File: src/rtl/router_pkg.sv
// Shared router constants: port count, index width, arbiter state encoding
// and the idle levels driven onto an output link.
package router_pkg;

    localparam int unsigned N_PORTS = 16;
    localparam int unsigned ADDR_W  = 4;

    // Pointer value after reset: the search starts at ptr+1, so input 0 is first.
    localparam logic [ADDR_W-1:0] PTR_RESET = ADDR_W'(N_PORTS - 1);

    typedef enum logic [1:0] {
        ARB_IDLE    = 2'd0,
        ARB_GRANT   = 2'd1,
        ARB_RELEASE = 2'd2
    } arb_state_e;

    // One serial link: active-low frame, active-low valid, data bit.
    typedef struct packed {
        logic frame_n;
        logic valid_n;
        logic data;
    } link_t;

    localparam link_t LINK_IDLE = '{frame_n: 1'b1, valid_n: 1'b1, data: 1'b0};

endpackage

File: src/rtl/rr_pick.sv
// Round-robin picker: first set request at or after ptr+1, wrapping modulo
// N_PORTS. Purely combinational.
module rr_pick
    import router_pkg::*;
(
    input  logic [N_PORTS-1:0] req,
    input  logic [ADDR_W-1:0]  ptr,
    output logic [N_PORTS-1:0] pick_onehot,
    output logic [ADDR_W-1:0]  pick_idx
);

    logic [ADDR_W-1:0] cand;

    // Scan from farthest (ptr+16 == ptr) to nearest (ptr+1); the last hit wins.
    always_comb begin
        // NOTE: every variable written here gets a default first, so no path
        // leaves it unassigned and no latch is inferred.
        pick_idx = '0;
        cand     = '0;
        for (int i = N_PORTS; i >= 1; i--) begin
            cand = ptr + ADDR_W'(i);
            if (req[cand]) begin
                pick_idx = cand;
            end
        end
        pick_onehot = (|req) ? (N_PORTS'(1) << pick_idx) : '0;
    end

endmodule

File: src/rtl/port_arbiter.sv
// Output-port arbiter: round-robin grant among 16 inputs, registered
// forwarding of the granted input's serial link, one-cycle inter-frame gap
// and an optional hold watchdog.
module port_arbiter #(
    parameter int unsigned MAX_HOLD = 0,
    parameter int unsigned N_PORTS  = 16
) (
    input  logic                          clk,
    input  logic                          reset,
    input  logic [N_PORTS-1:0]            req,
    input  logic [N_PORTS-1:0]            frame_n,
    input  logic [N_PORTS-1:0]            valid_n,
    input  logic [N_PORTS-1:0]            din,
    output logic [N_PORTS-1:0]            grant,
    output logic [router_pkg::ADDR_W-1:0] grant_id,
    output logic                          busy,
    output logic                          frame_o,
    output logic                          valid_o,
    output logic                          dout,
    output logic                          timeout
);

    import router_pkg::*;

    localparam int unsigned HOLD_W    = (MAX_HOLD == 0) ? 1 : $clog2(MAX_HOLD + 1);
    localparam int unsigned HOLD_LAST = (MAX_HOLD == 0) ? 0 : MAX_HOLD - 1;
    localparam logic [HOLD_W-1:0] HOLD_LAST_V = HOLD_W'(HOLD_LAST);

    arb_state_e          state_q, state_d;
    logic [ADDR_W-1:0]   ptr_q, ptr_d;
    logic [N_PORTS-1:0]  grant_q, grant_d;
    logic [ADDR_W-1:0]   grant_id_q, grant_id_d;
    logic [HOLD_W-1:0]   hold_q, hold_d;
    link_t               link_q, link_d;
    logic                timeout_q, timeout_d;

    logic [N_PORTS-1:0]  pick_onehot;
    logic [ADDR_W-1:0]   pick_idx;
    logic [ADDR_W-1:0]   sel_idx;
    link_t               sel_link;
    logic                wd_expire;

    rr_pick u_rr_pick (
        .req         (req),
        .ptr         (ptr_q),
        .pick_onehot (pick_onehot),
        .pick_idx    (pick_idx)
    );

    // Select the input feeding the link: the new winner when leaving IDLE,
    // otherwise the held grant.
    always_comb begin
        sel_idx          = (state_q == ARB_IDLE) ? pick_idx : grant_id_q;
        sel_link.frame_n = frame_n[sel_idx];
        sel_link.valid_n = valid_n[sel_idx];
        sel_link.data    = din[sel_idx];
        wd_expire        = (MAX_HOLD != 0) && (hold_q == HOLD_LAST_V);
    end

    // Next-state and next-output computation for IDLE -> GRANT -> RELEASE.
    always_comb begin
        state_d    = state_q;
        ptr_d      = ptr_q;
        grant_d    = grant_q;
        grant_id_d = grant_id_q;
        hold_d     = hold_q;
        link_d     = LINK_IDLE;
        timeout_d  = 1'b0;
        case (state_q)
            ARB_IDLE: begin
                if (|req) begin
                    state_d    = ARB_GRANT;
                    grant_d    = pick_onehot;
                    grant_id_d = pick_idx;
                    hold_d     = '0;
                    link_d     = sel_link;
                end
            end
            ARB_GRANT: begin
                hold_d = (&hold_q) ? hold_q : hold_q + HOLD_W'(1);
                if (sel_link.frame_n || wd_expire) begin
                    // Frame end and watchdog expiry together release once, with timeout.
                    state_d   = ARB_RELEASE;
                    grant_d   = '0;
                    ptr_d     = grant_id_q;
                    timeout_d = wd_expire;
                end else begin
                    link_d = sel_link;
                end
            end
            ARB_RELEASE: begin
                state_d = ARB_IDLE;
            end
            default: begin
                state_d = ARB_IDLE;
            end
        endcase
    end

    // State and output registers with synchronous active-low reset.
    always_ff @(posedge clk) begin
        // NOTE: sequential state uses non-blocking assignments so every flop
        // samples the pre-edge values computed in the combinational block.
        if (!reset) begin
            state_q    <= ARB_IDLE;
            ptr_q      <= PTR_RESET;
            grant_q    <= '0;
            grant_id_q <= '0;
            hold_q     <= '0;
            link_q     <= LINK_IDLE;
            timeout_q  <= 1'b0;
        end else begin
            state_q    <= state_d;
            ptr_q      <= ptr_d;
            grant_q    <= grant_d;
            grant_id_q <= grant_id_d;
            hold_q     <= hold_d;
            link_q     <= link_d;
            timeout_q  <= timeout_d;
        end
    end

    assign grant    = grant_q;
    assign grant_id = grant_id_q;
    assign busy     = (state_q != ARB_IDLE);
    assign frame_o  = link_q.frame_n;
    assign valid_o  = link_q.valid_n;
    assign dout     = link_q.data;
    assign timeout  = timeout_q;

endmodule

File: config.mk
export PLATFORM = sky130hd
export DESIGN_NAME = port_arbiter
export DESIGN_NICKNAME = d
export VERILOG_FILES = /design/src/rtl/router_pkg.sv /design/src/rtl/rr_pick.sv /design/src/rtl/port_arbiter.sv
export SDC_FILE = /design/constraint.sdc
export NUM_CORES = 1
export LEC_CHECK = 0
export BUFFER_PORTS_ARGS = -buffer_cell sky130_fd_sc_hd__buf_2
export CORE_ASPECT_RATIO = 0.6
export CORE_UTILIZATION = 59
export CTS_BUF_LIST = sky130_fd_sc_hd__clkbuf_4 sky130_fd_sc_hd__clkbuf_8
export CTS_CLUSTER_SIZE = 40
export DETAILED_ROUTE_END_ITERATION = 8
export PLACE_DENSITY = 0.88
export SLEW_MARGIN = 20
export SYNTH_ARGS = -nofsm -noshare
export SYNTH_HDL_FRONTEND = slang
export SYNTH_SLANG_ARGS = --single-unit
File: constraint.sdc
create_clock -name clk -period 10.3 [get_ports clk]
set_input_delay 0.515 -clock clk [delete_from_list [all_inputs] [get_ports clk]]
set_output_delay 0.515 -clock clk [all_outputs]
set_load 0.01 [all_outputs]
== After elaboration in Yosys (flattened, before gate mapping) ==
Index checks and enable logic that the tools add are counted.

* ROM bits: 0
* Bits in latches: 0
* RAM bits: 0
* Memories: 0
* Output and inout port bits: 25
* Input port bits: 66
* Register bits after elaboration: 29

* Eq/ne operators: 3
* Reductions and logical operators: 8
* Magnitude comparators: 17
* Add/subtract/negate cells: 15
* Multiply operators: 0
* Bitwise operators: 0
* Muxes and demuxes: 64
* Divide/modulo/power cells: 0
* Shifts and indexed selects: 1

{| class="wikitable"
|+ Operators by type and width
! operator !! number
|-
| 4-bit by 5-bit < comparator with 1-bit output (second input constant) || 17
|-
| 1-bit binary-select mux with 4-bit select || 19
|-
| 4-bit 2-to-1 mux || 17
|-
| 4-bit adder (second input constant) || 8
|-
| 16-bit 2-to-1 mux || 2
|-
| 16-bit case mux with 2 select lines || 1
|-
| 1-bit 2-to-1 mux || 19
|-
| 4-bit by 3-bit adder with 4-bit output (second input constant) || 4
|-
| 16-bit OR reduction || 1
|-
| 1-bit by 4-bit left shift with 16-bit output (first input constant) || 1
|-
| 4-bit by 2-bit adder with 4-bit output (second input constant) || 2
|-
| 3-bit 2-to-1 mux || 2
|-
| 3-bit case mux with 2 select lines || 1
|-
| 2-bit AND reduction || 3
|-
| 4-bit by 1-bit adder with 4-bit output (second input constant) || 1
|-
| 2-bit 2-to-1 mux || 2
|-
| 2-bit case mux with 2 select lines || 1
|-
| 2-bit nonzero test || 2
|-
| 3-bit AND reduction || 1
|-
| 2-bit by 1-bit == test with 1-bit output (second input constant) || 1
|-
| 2-bit logical NOT || 1
|-
| 2-bit by 1-bit != test with 1-bit output (second input constant) || 1
|-
| 2-bit != test (second input constant) || 1
|}

== Logic depth before layout (Yosys ltp) ==
* Depth after elaboration: 23
* Gate-level depth with buffers: 23

== Hierarchy ==
From an unflattened synthesis, not the netlist that was laid out.

* Cell total of the unflattened synthesis: 510
* Area total of the unflattened synthesis: 4,469.3 sq um

{| class="wikitable"
|+ By module, submodules not included
! module !! instances !! area an instance (sq um) !! cells an instance
|-
| rr_pick || 1 || 2,861.5 || 327
|-
| port_arbiter || 1 || 1,607.8 || 183
|}

== Worst setup path before layout ==
OpenSTA, ideal clock, no wires.

* Path type: register -> register
* Start: register ptr_q[0]
* End: register ptr_q[0]
* Data required time: 10.180 ns
* Arrival: 5.579 ns
* Cell stages (with the launch flop): 23
* Period minus slack after synthesis: 5.698 ns
* Path slack: 4.602 ns
* Library setup time: 0.120 ns
* Cells stage by stage: dfxtp_1 buf_6 clkbuf_4 buf_2 buf_1 inv_1 ha_1 buf_2 clkbuf_1 mux4_2 mux2_2 mux2_2 or2_0 a311o_1 or4_1 buf_2 and3_4 buf_6 a221oi_1 mux2i_1 a211oi_4 nor3_1 a211o_1

* Cells in the longest elaborated chain, start to end: 22

{| class="wikitable"
|+ RTL lines
! item !! RTL line !! text
|-
| from (decl) || port_arbiter.sv:30 || <nowiki>logic [ADDR_W-1:0] ptr_q, ptr_d;</nowiki>
|-
| from (signal assigned) || port_arbiter.sv:114 || <nowiki>ptr_q <= ptr_d;</nowiki>
|-
| 4-bit adder or 1-bit binary-select mux with 4-bit select (tied branches) || rr_pick.sv:21, rr_pick.sv:22 ||
|-
| 1-bit binary-select mux with 4-bit select or 1-bit 2-to-1 mux (tied branches) || rr_pick.sv:22 || <nowiki>if (req[cand]) begin</nowiki>
|-
| 1-bit 2-to-1 mux (implied by the code) or 4-bit 2-to-1 mux (tied branches) || rr_pick.sv:22 ||
|-
| 4-bit 2-to-1 mux (14 in a row) || rr_pick.sv:22 ||
|-
| 4-bit 2-to-1 mux * || rr_pick.sv:22 ||
|-
| 4-bit 2-to-1 mux * || port_arbiter.sv:53 || <nowiki>sel_idx = (state_q == ARB_IDLE) ? pick_idx : grant_id_q;</nowiki>
|-
| 1-bit binary-select mux with 4-bit select * || port_arbiter.sv:54 || <nowiki>sel_link.frame_n = frame_n[sel_idx];</nowiki>
|-
| 1-bit 2-to-1 mux (implied by the code) * || port_arbiter.sv:54 ||
|-
| 2-bit AND reduction (no line) * || - ||
|}

Mark *: on every way between the ends. The rest lies on a longest branch, timed or not. The select of a mux whose other input is x is not followed.
A chain may end at the register's enable or synchronous reset.

== Worst setup path after layout ==
* Start: register ptr_q[2]
* End: register ptr_q[1]

Same word-level chain as after synthesis.

==> results.sh <==
export IMPL_status="finished, final reports clean"
export IMPL_syn_area_um2=4030
export IMPL_maxSlewHeadroom_pct=24.4
export IMPL_seq_area_frac_synth_pct=14.4
export IMPL_grt_pass1_wl_um=20400
export IMPL_ys_ff_latch=29
export IMPL_period_share_pct=59.4
export IMPL_antenna_found_initial=0
export IMPL_register_area_um2=581
export IMPL_rows=22
export IMPL_rsz0062_at_grt="no"
export IMPL_synth_cell_types=77
export IMPL_grt_usage_pct=37.7
export IMPL_ant_nets=0
export IMPL_required_ps=10450
export IMPL_clock_latency_ps=270
export IMPL_cts_tree="built"
export IMPL_post_cts_resized=0
export IMPL_cap_viol_max_count=0
export IMPL_wl_um=13300
export IMPL_diodes=0
export IMPL_die_h_um=66.0
export IMPL_grt_pass1_vias=4021
export IMPL_synthCells=467
export IMPL_dr_pass1_iters=7
export IMPL_syn2layout_area_growth_pct=13.1
export IMPL_cp_max_fo=25
export IMPL_worstSetupPathType="register to register"
export IMPL_setup_violations=0
export IMPL_critPathLaunchType="register"
export IMPL_fin_nets=611
export IMPL_hp_class="register to register"
export IMPL_cts_buffers_inserted=5
export IMPL_initial_utilization_pct=63.4
export IMPL_cts_setup_buffers=0
export IMPL_critPathArrivalTime_ps=6270
export IMPL_drc=0
export IMPL_vias_per_cell=7.09
export IMPL_ios=91
export IMPL_yosys_warnings=0
export IMPL_maxSlewViolCount=0
export IMPL_tns_ps=0
export IMPL_cts_sinks=29
export IMPL_synthArstFlopShare_pct=0
export IMPL_cts_hold_buf=0
export IMPL_synthFlopType="dfxtp_1"
export IMPL_fin_crit_ps=6120
export IMPL_overflow=0
export IMPL_h_tree_depth=2
export IMPL_drtIter0Drc=665
export IMPL_drive_gt1_share_pct=30.4
export IMPL_end_kind="register"
export IMPL_syn_avg_cell_area_um2=8.63
export IMPL_fmax_mhz=163
export IMPL_clock_path_buffers=2
export IMPL_port_buffers=89
export IMPL_cts_root_buf="clkbuf_8"
export IMPL_mostFrequentLayoutCells="buf_2 (89), nand2_1 (59), mux2i_1 (41)"
export IMPL_final_common_cell="buf_2"
export IMPL_core_area_um2=6360
export IMPL_synth_edf_count=0
export IMPL_finClkSkew_ps=1.76
export IMPL_post_dp_hpwl_um=10300
export IMPL_fillCellCount=506
export IMPL_die_w_um=109
export IMPL_via_count=4415
export IMPL_tightest_slew_ps=1130
export IMPL_fp_dieArea_um2=7170
export IMPL_hold_violations=0
export IMPL_multiInputGateArea_um2=3250
export IMPL_syn_nets=540
export IMPL_routabilityCongestion=1.04
export IMPL_path_clk_slew_ps=60
export IMPL_grt_max_degree=38
export IMPL_wl_per_cell_um=21.3
export IMPL_r2r_setup_slack_ps=4180
state kept, by name, summed over array words and instances, names as in the netlist:
| register | count |
|---|---|
| dout | 1 |
| grant_id | 4 |
| grant | 16 |
| ptr_q | 4 |
| valid_o | 1 |
| frame_o | 1 |
| state_q | 2 |
final timing paths:
| check | startpoint | to | cells past startpoint |
|---|---|---|---|
| min | grant[8] | grant[8] | 2 |
| min reg2reg | grant[8] | grant[8] | 2 |
| max | ptr_q[2] | ptr_q[1] | 14 |
| max reg2reg | ptr_q[2] | ptr_q[1] | 14 |
area by class of cell:
type	instances	share of cell area (%)
repair buffers	92	10.3
multi-input cells	391	71.2
inverters	19	1.57
well taps	84	2.31
clock inverters	2	0.220
flip-flops and latches	29	12.7
clock buffers	6	1.67
critical path: stages, from the launching register on:
cell and delay, ps:
dfxtp_1 1010, inv_1 410, ha_1 310, a21oi_1 170, xnor2_1 450, mux4_2 500
or2_0 230, a311o_1 360, or4_1 670, and3_4 280, nor2_2 230, nand4b_1 160
a41oi_1 590, nor3_1 250, a211o_1 370
Yosys cell counts (4+ instances only):
cell type   n  area share [%]
nand2_1    59             5.5
and2_1      8             1.2
nand4_1     5            0.78
o22ai_1    11             1.7
o21ai_0     9             1.1
inv_1      15             1.4
a31oi_1     5            0.78
a211o_1    10             2.2
nor2b_1     8             1.2
mux4_2     31              17
mux2_2     15             4.2
xnor2_1     7             1.5
nand2b_1    7             1.1
nor3_1      5            0.62
nor2_1     25             2.3
mux2i_1    41              10
a21o_1      6             1.1
nand3_1     9             1.1
dfxtp_1    29              14
nor4_1      6            0.93
clkbuf_1   12             1.1
a211oi_1    9             1.7
a21oi_1    27             3.4
o21ai_1     7            0.87
a221oi_1    6             1.3
o21bai_1    4            0.75
ha_1        7             2.2
o221ai_1    4            0.87
buf_2       9             1.1
per-layer routing:
layer	global-route usage, %	wire length [um]	vias to the layer above
met5	0	0	-
met4	7.26	203	0
met3	17.6	2230	28
met2	53.1	5440	347
met1	52.3	5410	2072
li1	-	-	1968
logic make-up after synthesis:
| group | share of synthesized area (%) |
|---|---|
| xor+xnor | 2.33 |
| compound gates | 26.2 |
| simple gates | 17.0 |
| fa+ha+maj | 2.17 |
| buf+inv | 5.40 |
| mux | 32.3 |
| other cells | 0.0931 |
| flops | 14.4 |
per-stage QoR:
stage / cell area (um2) / util [%] / std cells / worst slack, ps / hold WS, ps
floorplan: 4030 / - / 467 / 4600 / 473
global placement: 4460 / 70.2 / 615 / 4560 / 436
detailed placement: 4460 / 70.2 / 615 / 4380 / 445
CTS: 4550 / 71.5 / 623 / 4310 / 461
global route: 4560 / 71.7 / 623 / 4000 / 481
finish: 4560 / 71.7 / 623 / 4180 / 457
Power is left out: the tool's default activity adds up to more than one toggle a clock period on the data nets, which glitch-free logic cannot reach.
